### src/rtl/decode_ctrl_stage.sv
// ID/EX control stage: decodes opcode (and funct7 for RV32M) into the control
// bundle, registers it with valid/ready handshake, stall/flush and MDU hold.
module decode_ctrl_stage #(
  parameter bit          ENABLE_M    = 1'b1,
  parameter int unsigned MDU_LATENCY = 4,
  parameter int unsigned CNT_W       = 3
) (
  input  logic        clk,
  input  logic        rst_n,
  input  logic        in_valid,
  output logic        in_ready,
  input  logic [31:0] instr,
  input  logic        stall,
  input  logic        flush,
  output logic        out_valid,
  output logic        regwrite,
  output logic [2:0]  immsrc,
  output logic        alusrc,
  output logic        memwrite,
  output logic [2:0]  resultsrc,
  output logic        branch,
  output logic [1:0]  aluop,
  output logic        jump,
  output logic        jalr,
  output logic        mdu_op,
  output logic        illegal
);

  typedef struct packed {
    logic       regwrite;
    logic [2:0] immsrc;
    logic       alusrc;
    logic       memwrite;
    logic [2:0] resultsrc;
    logic       branch;
    logic [1:0] aluop;
    logic       jump;
    logic       jalr;
  } ctrl_t;

  typedef enum logic {RUN, MDU_HOLD} state_t;

  localparam bit               HOLD_EN   = (MDU_LATENCY > 1);
  localparam logic [CNT_W-1:0] HOLD_INIT = CNT_W'(MDU_LATENCY - 1);
  localparam logic [CNT_W-1:0] CNT_ONE   = CNT_W'(1);

  state_t           state, state_nx;
  logic [CNT_W-1:0] cnt, cnt_nx;
  logic             accept;

  ctrl_t dec;
  logic  dec_mdu;
  logic  dec_ill;

  ctrl_t ctrl_q;
  logic  valid_q;
  logic  mdu_q;
  logic  ill_q;

  always_comb begin
    dec     = '0;
    dec_mdu = 1'b0;
    dec_ill = 1'b0;
    case (instr[6:0])
      7'b0000011: dec = 14'b1_000_1_0_001_0_00_0_0;
      7'b0100011: dec = 14'b0_001_1_1_000_0_00_0_0;
      7'b0110011: begin
        dec = 14'b1_000_0_0_000_0_10_0_0;
        if (ENABLE_M && (instr[31:25] == 7'b0000001)) begin
          dec.aluop = 2'b11;
          dec_mdu   = 1'b1;
        end
      end
      7'b1100011: dec = 14'b0_010_0_0_000_1_01_0_0;
      7'b0010011: dec = 14'b1_000_1_0_000_0_10_0_0;
      7'b1101111: dec = 14'b1_011_0_0_010_0_00_1_0;
      7'b1100111: dec = 14'b1_000_1_0_010_0_00_0_1;
      7'b0110111: dec = 14'b1_100_0_0_011_0_00_0_0;
      7'b0010111: dec = 14'b1_100_0_0_100_0_00_0_0;
      default:    dec_ill = 1'b1;
    endcase
  end

  always_ff @(posedge clk or negedge rst_n) begin
    if (!rst_n) begin
      state <= RUN;
      cnt   <= '0;
    end else begin
      state <= state_nx;
      cnt   <= cnt_nx;
    end
  end

  // Leaving HOLD when cnt==1 lets the next instr land MDU_LATENCY edges after the M-op.
  always_comb begin
    state_nx = state;
    cnt_nx   = cnt;
    if (flush) begin
      state_nx = RUN;
      cnt_nx   = '0;
    end else if (!stall) begin
      case (state)
        RUN: begin
          if (accept && dec_mdu && HOLD_EN) begin
            state_nx = MDU_HOLD;
            cnt_nx   = HOLD_INIT;
          end
        end
        MDU_HOLD: begin
          cnt_nx = cnt - CNT_ONE;
          if (cnt == CNT_ONE) state_nx = RUN;
        end
        default: state_nx = RUN;
      endcase
    end
  end

  always_comb begin
    in_ready = rst_n && !stall && (state == RUN);
    accept   = in_valid && in_ready;
  end

  always_ff @(posedge clk or negedge rst_n) begin
    if (!rst_n) begin
      valid_q <= 1'b0;
      ctrl_q  <= '0;
      mdu_q   <= 1'b0;
      ill_q   <= 1'b0;
    end else if (flush) begin
      valid_q <= 1'b0;
      ctrl_q  <= '0;
      mdu_q   <= 1'b0;
      ill_q   <= 1'b0;
    end else if (!stall) begin
      if (accept) begin
        valid_q <= 1'b1;
        ctrl_q  <= dec;
        mdu_q   <= dec_mdu;
        ill_q   <= dec_ill;
      end else begin
        valid_q <= 1'b0;
        ctrl_q  <= '0;
        mdu_q   <= 1'b0;
        ill_q   <= 1'b0;
      end
    end
  end

  assign out_valid = valid_q;
  assign regwrite  = ctrl_q.regwrite;
  assign immsrc    = ctrl_q.immsrc;
  assign alusrc    = ctrl_q.alusrc;
  assign memwrite  = ctrl_q.memwrite;
  assign resultsrc = ctrl_q.resultsrc;
  assign branch    = ctrl_q.branch;
  assign aluop     = ctrl_q.aluop;
  assign jump      = ctrl_q.jump;
  assign jalr      = ctrl_q.jalr;
  assign mdu_op    = mdu_q;
  assign illegal   = ill_q;

endmodule

### config.mk
export PLATFORM = sky130hd
export DESIGN_NAME = decode_ctrl_stage
export DESIGN_NICKNAME = d
export VERILOG_FILES = /design/src/rtl/decode_ctrl_stage.sv
export SDC_FILE = /design/constraint.sdc
export NUM_CORES = 1
export LEC_CHECK = 0
export ABC_AREA = 1
export BUFFER_PORTS_ARGS = -buffer_cell sky130_fd_sc_hd__buf_4
export CORE_UTILIZATION = 40
export CTS_CLUSTER_SIZE = 40
export DETAILED_ROUTE_END_ITERATION = 7
export GPL_TIMING_DRIVEN = 0
export HOLD_SLACK_MARGIN = 0.02
export PLACE_DENSITY = 0.81
export SYNTH_ARGS = -nofsm -noshare
export SYNTH_HDL_FRONTEND = slang
export SYNTH_SLANG_ARGS = --single-unit
export TNS_END_PERCENT = 100
### constraint.sdc
create_clock -name clk -period 2 [get_ports clk]
set_clock_uncertainty 0.1 [all_clocks]
set_input_delay 0.4 -clock clk [delete_from_list [all_inputs] [get_ports clk]]
set_output_delay 0.4 -clock clk [all_outputs]
set_load 0.05 [all_outputs]
# Yosys cells after proc, flatten, opt, wreduce, memory -nomap -nowiden
# Cells that the tools add are included.
# Widths: inputs -> output; s select.
# word_totals
reg_bits	21
in_bits	37
out_inout_bits	18
word_cells	62
# op_classes
add_sub_neg	1
eq_ne	13
muxes	26
n_bitwise	1
n_reduce_logical	7
# op_table
operator	n
$pmux 14 s9	1
$mux 14	3
$eq 7x6->1 const B	3
$eq 7x7->1 const B	3
$mux 1	17
$eq 7x5->1 const B	2
$mux 3	3
$reduce_or 9->1	1
$eq 7x1->1 const B	1
$eq 7x2->1 const B	1
$pmux 3 s2	1
$logic_and 1x1->1	4
$eq 3x1->1 const B	1
$ne 3x3->1 const B	1
$sub 3x1->3 const B	1
$ne 2x1->1 const B	1
$pmux 1 s2	1
$reduce_and 2->1	1
$logic_not 1->1	1
$not 1->1	1

# Longest topological paths before layout
# logic_depth
word_depth	9
depth_mapped	8
ltp_nobuf	8

# Worst setup path after synthesis
# No wires, ideal clock.
# synth_timing
path_kind	input to output
startpoint	input stall
endpoint	output in_ready
arrival_ns	0.957
t_required_ns	1.500
slack_ns	0.543
stages	3
n_path_buf	0
path_cell_list	inv_1 nand3_1 inv_1
# synth_between
elab_chain_len	3
# synth_rtl
element	line_no	source
from (decl)	13	input logic stall,
$logic_not 1->1	-	
$logic_and 1x1->1 (2 in series)	119	in_ready = rst_n && !stall && (state == RUN);
to (decl)	11	output logic in_ready,
# Every way passes these cells.

# Worst setup path in the final report
# layout_timing
startpoint	register state
endpoint	output in_ready
# layout_between
elab_chain_len	2
# layout_rtl
element	line_no	source
from (decl)	47	state_t state, state_nx;
from (signal assigned)	89	state <= state_nx;
$not 1->1	-	
$logic_and 1x1->1	119	
# Every way passes these cells.

==> Implementation_results.wiki <==
{| class="wikitable"
! Metric !! Value
|-
| Kind of critical path || register to primary output
|-
| Via count of the routed design || 1082
|-
| First-pass DRT Iterations || 4
|-
| Wire length per cell || between 10 and 15 µm
|-
| Cell leakage power || roughly 0.0009 µW
|-
| Run status || complete, no violations
|-
| Vias per cell || 4.79
|-
| Sequential-to-total area share from yosys stat || 46.6%
|-
| Remaining antenna violation count after routing || 0
|-
| Accumulated negative setup slack || 0 ps
|-
| Initial core utilization || 44.0%
|-
| PD cells || 500 mW/mm²
|-
| Core area || 0.00257 mm²
|-
| Placement-stage worst setup slack || between 300 and 400 ps
|-
| Overflow left after global routing || 0
|-
| Worst slew pin tran || 945 ps
|-
| R2r startpoint || state$_DFFE_PN0P_
|-
| Clock sink count || 21
|-
| Endpoint type of the worst setup path || primary output
|-
| Starting DRT DRC Count || 30
|-
| Vias in the first global route || 950
|-
| Logic depth of the worst register-to-register path || 5
|-
| RSZ-0062 raised after global routing || false
|-
| Avg Inst Size Synth || 7.28 µm²
|-
| Worst-case headroom to the max-slew limit || 36.8%
|-
| Skew-Pair Late Insertion Delay || 300 ps
|-
| Endpoint of the most critical register-to-register path || immsrc[1]$_DFFE_PN0P_
|-
| Fin crit period || 1730 ps
|-
| Area added between synthesis and finish || 30.6%
|-
| Die Y-Extent || around 55 µm
|-
| Total number of H-tree levels || 1
|-
| Wire length of the first global-routing pass || 4000 µm
|-
| Synthesis warning total || 0
|-
| Clock tree from TritonCTS || done
|-
| RePlAce Congestion || 0.871
|-
| Maximum achievable frequency || 0.577 GHz
|-
| MaxCap Viol Count || 0
|-
| Post-route clock period utilization || 86.7%
|-
| Final setup violation count || 0
|-
| Total track usage || 18.7%
|-
| Final WL || approximately 2400 µm
|-
| Horizontal die dimension || 55.1 µm
|-
| Required time of the critical path || 1500 ps
|-
| Dpl hpwl || 1890 µm
|-
| Number of distinct library cell variants in the gate-level netlist after synthesis || 20
|-
| DIE AREA || 0.00304 mm²
|-
| Total count of max-transition violations in the final report || 0
|-
| Net Count, Synth || approximately 190
|-
| #FFs+latches synth || 21
|-
| Cells after Synth || between 150 and 200
|-
| Launching element type of the critical path || register
|-
| Number of rows in the core area || 18
|-
| Initial antenna violation count || 0
|-
| Ports || 55
|-
| Fraction of the core area covered by cells at the end of the flow || 57.4%
|-
| Nets@finish || 236
|-
| Largest driver fanout on the critical path || 6
|-
| Layout cells sized above 1 || 24.5%
|-
| Number of buffers added by the clock tree synthesis step || 3
|-
| Number of port buffers || 36
|-
| Post-route DRC violation count || 0
|-
| Internal reg-to-reg setup slack || 630 ps
|-
| Peak VDD IR || 0.304 mV
|-
| Number of buffers on the longest clock path || 2
|-
| Clock input transition at the sequential cells of the worst setup and hold paths || 120 ps
|-
| Final Hold Viols || 0
|-
| Antenna fix cells || 0
|-
| Capture endpoint of the worst hold path || resultsrc[2]$_DFFE_PN0P_
|-
| Source of the worst hold timing path || instr[5]
|-
| Cell count of the worst hold path || 2
|-
| Cell at the root of the clock tree || clkbuf_4
|-
| Worst min path class || input port to register
|-
| Setup WS post-layout || 267 ps
|-
| Arrival time at the worst endpoint || 1230 ps
|-
| Number of instances resized during post-cts repair || 0
|-
| Largest net degree at the start of global routing || 22
|-
| Total standard cell area after synthesis || 0.00113 mm²
|}
-- logic make-up after synthesis --
family          count (synthesis)  share of synthesized area, %
compound gates                  9                          4.99
fa+ha+maj                       2                          2.22
buf+inv                        23                          7.98
flops                          21                          46.6
simple gates                  100                          38.2
-- registers in the layout, indices dropped and copies added (netlist names) --
| register | flops |
|---|---|
| out_valid | 1 |
| immsrc | 3 |
| aluop | 2 |
| regwrite | 1 |
| state | 1 |
| jump | 1 |
| resultsrc | 3 |
| memwrite | 1 |
| illegal | 1 |
| alusrc | 1 |
| mdu_op | 1 |
| jalr | 1 |
| branch | 1 |
| cnt | 3 |
-- power by group --
group	internal, µW	switching [µW]	total, µW
clock	74.6	132	206
sequential	426	0.967	427
combinational	40.7	62.7	103
total	542	195	737
-- worst max-delay path by stage --
stage                      startpoint  slack (ps)  cells after the start        to
floorplan                       stall         540                      3  in_ready
global placement                rst_n         390                      4  in_ready
detailed placement              rst_n         380                      4  in_ready
CTS                 state$_DFFE_PN0P_         270                      4  in_ready
global route        state$_DFFE_PN0P_         180                      4  in_ready
finish              state$_DFFE_PN0P_         270                      4  in_ready
-- cells in the mapped netlist --
master / n / share of area, %
nand3_2: 1 / 0.89
a21oi_1: 1 / 0.44
inv_1: 22 / 7.3
nand4_2: 1 / 1.1
nand2_1: 56 / 19
ha_1: 2 / 2.2
nand4_1: 2 / 1.1
buf_4: 1 / 0.67
nand3_1: 14 / 6.2
o31ai_2: 1 / 1.1
o21ai_1: 1 / 0.44
a31oi_1: 1 / 0.55
nor2_1: 20 / 6.7
a211oi_1: 1 / 0.67
nor3_1: 1 / 0.44
dfrtp_1: 21 / 47
nor2_2: 3 / 1.7
nor2_4: 1 / 1.0
o21ai_0: 4 / 1.8
and2_1: 1 / 0.55
-- cells in the final DEF, fill, tap and decap left out, types with 2 or more instances in the layout --
cell type   n
nand4_1     2
nand3_1    14
o21ai_0     4
dfrtp_1    21
ha_1        2
nor2_2      3
inv_1      22
clkbuf_4    3
buf_4      37
nor2_1     20
nand2_1    56
-- per-stage QoR --
| step | area, µm² | hold WS, ps | instances | total power [µW] |
|---|---|---|---|---|
| 3_3_place_gp | 1440 | 203 | 221 | 536 |
| 4_1_cts | 1470 | 189 | 226 | 740 |
| 3_5_place_dp | 1440 | 208 | 221 | 538 |
| 6_report | 1470 | 189 | 226 | 737 |
| 5_1_grt | 1470 | 187 | 226 | 773 |
| 2_1_floorplan | 1130 | 4.41 | 155 | 483 |
-- final cells by class --
type / instances / area (µm²)
tap: 30 / 37.5
sequential: 21 / 526
multi-input combinational: 111 / 513
timing repair buffer: 37 / 280
buffer: 1 / 7.51
fill: 262 / 1090
clock buffer: 3 / 22.5
inverter: 22 / 82.6
clock inverter: 1 / 5.00
-- critical path, cell delays in order (launching register included) --
cell and delay (ps):
dfrtp_1 460, inv_1 110, nand3_1 110, inv_1 70, buf_4 190
-- what timing repair did --
action,4_1_cts,5_1_grt
setup buffers,0,0
hold endpoints to repair,21,0
hold buffers,1,0
-- metal layers --
layer | part of all wire, % | track usage [%]
met1 | 49 | 25.3
met3 | 4.6 | 2.46
met5 | 0 | 0
met2 | 45 | 29.3
met4 | 1.7 | 8.75
Note: power is estimated with default switching activity, not from simulation.
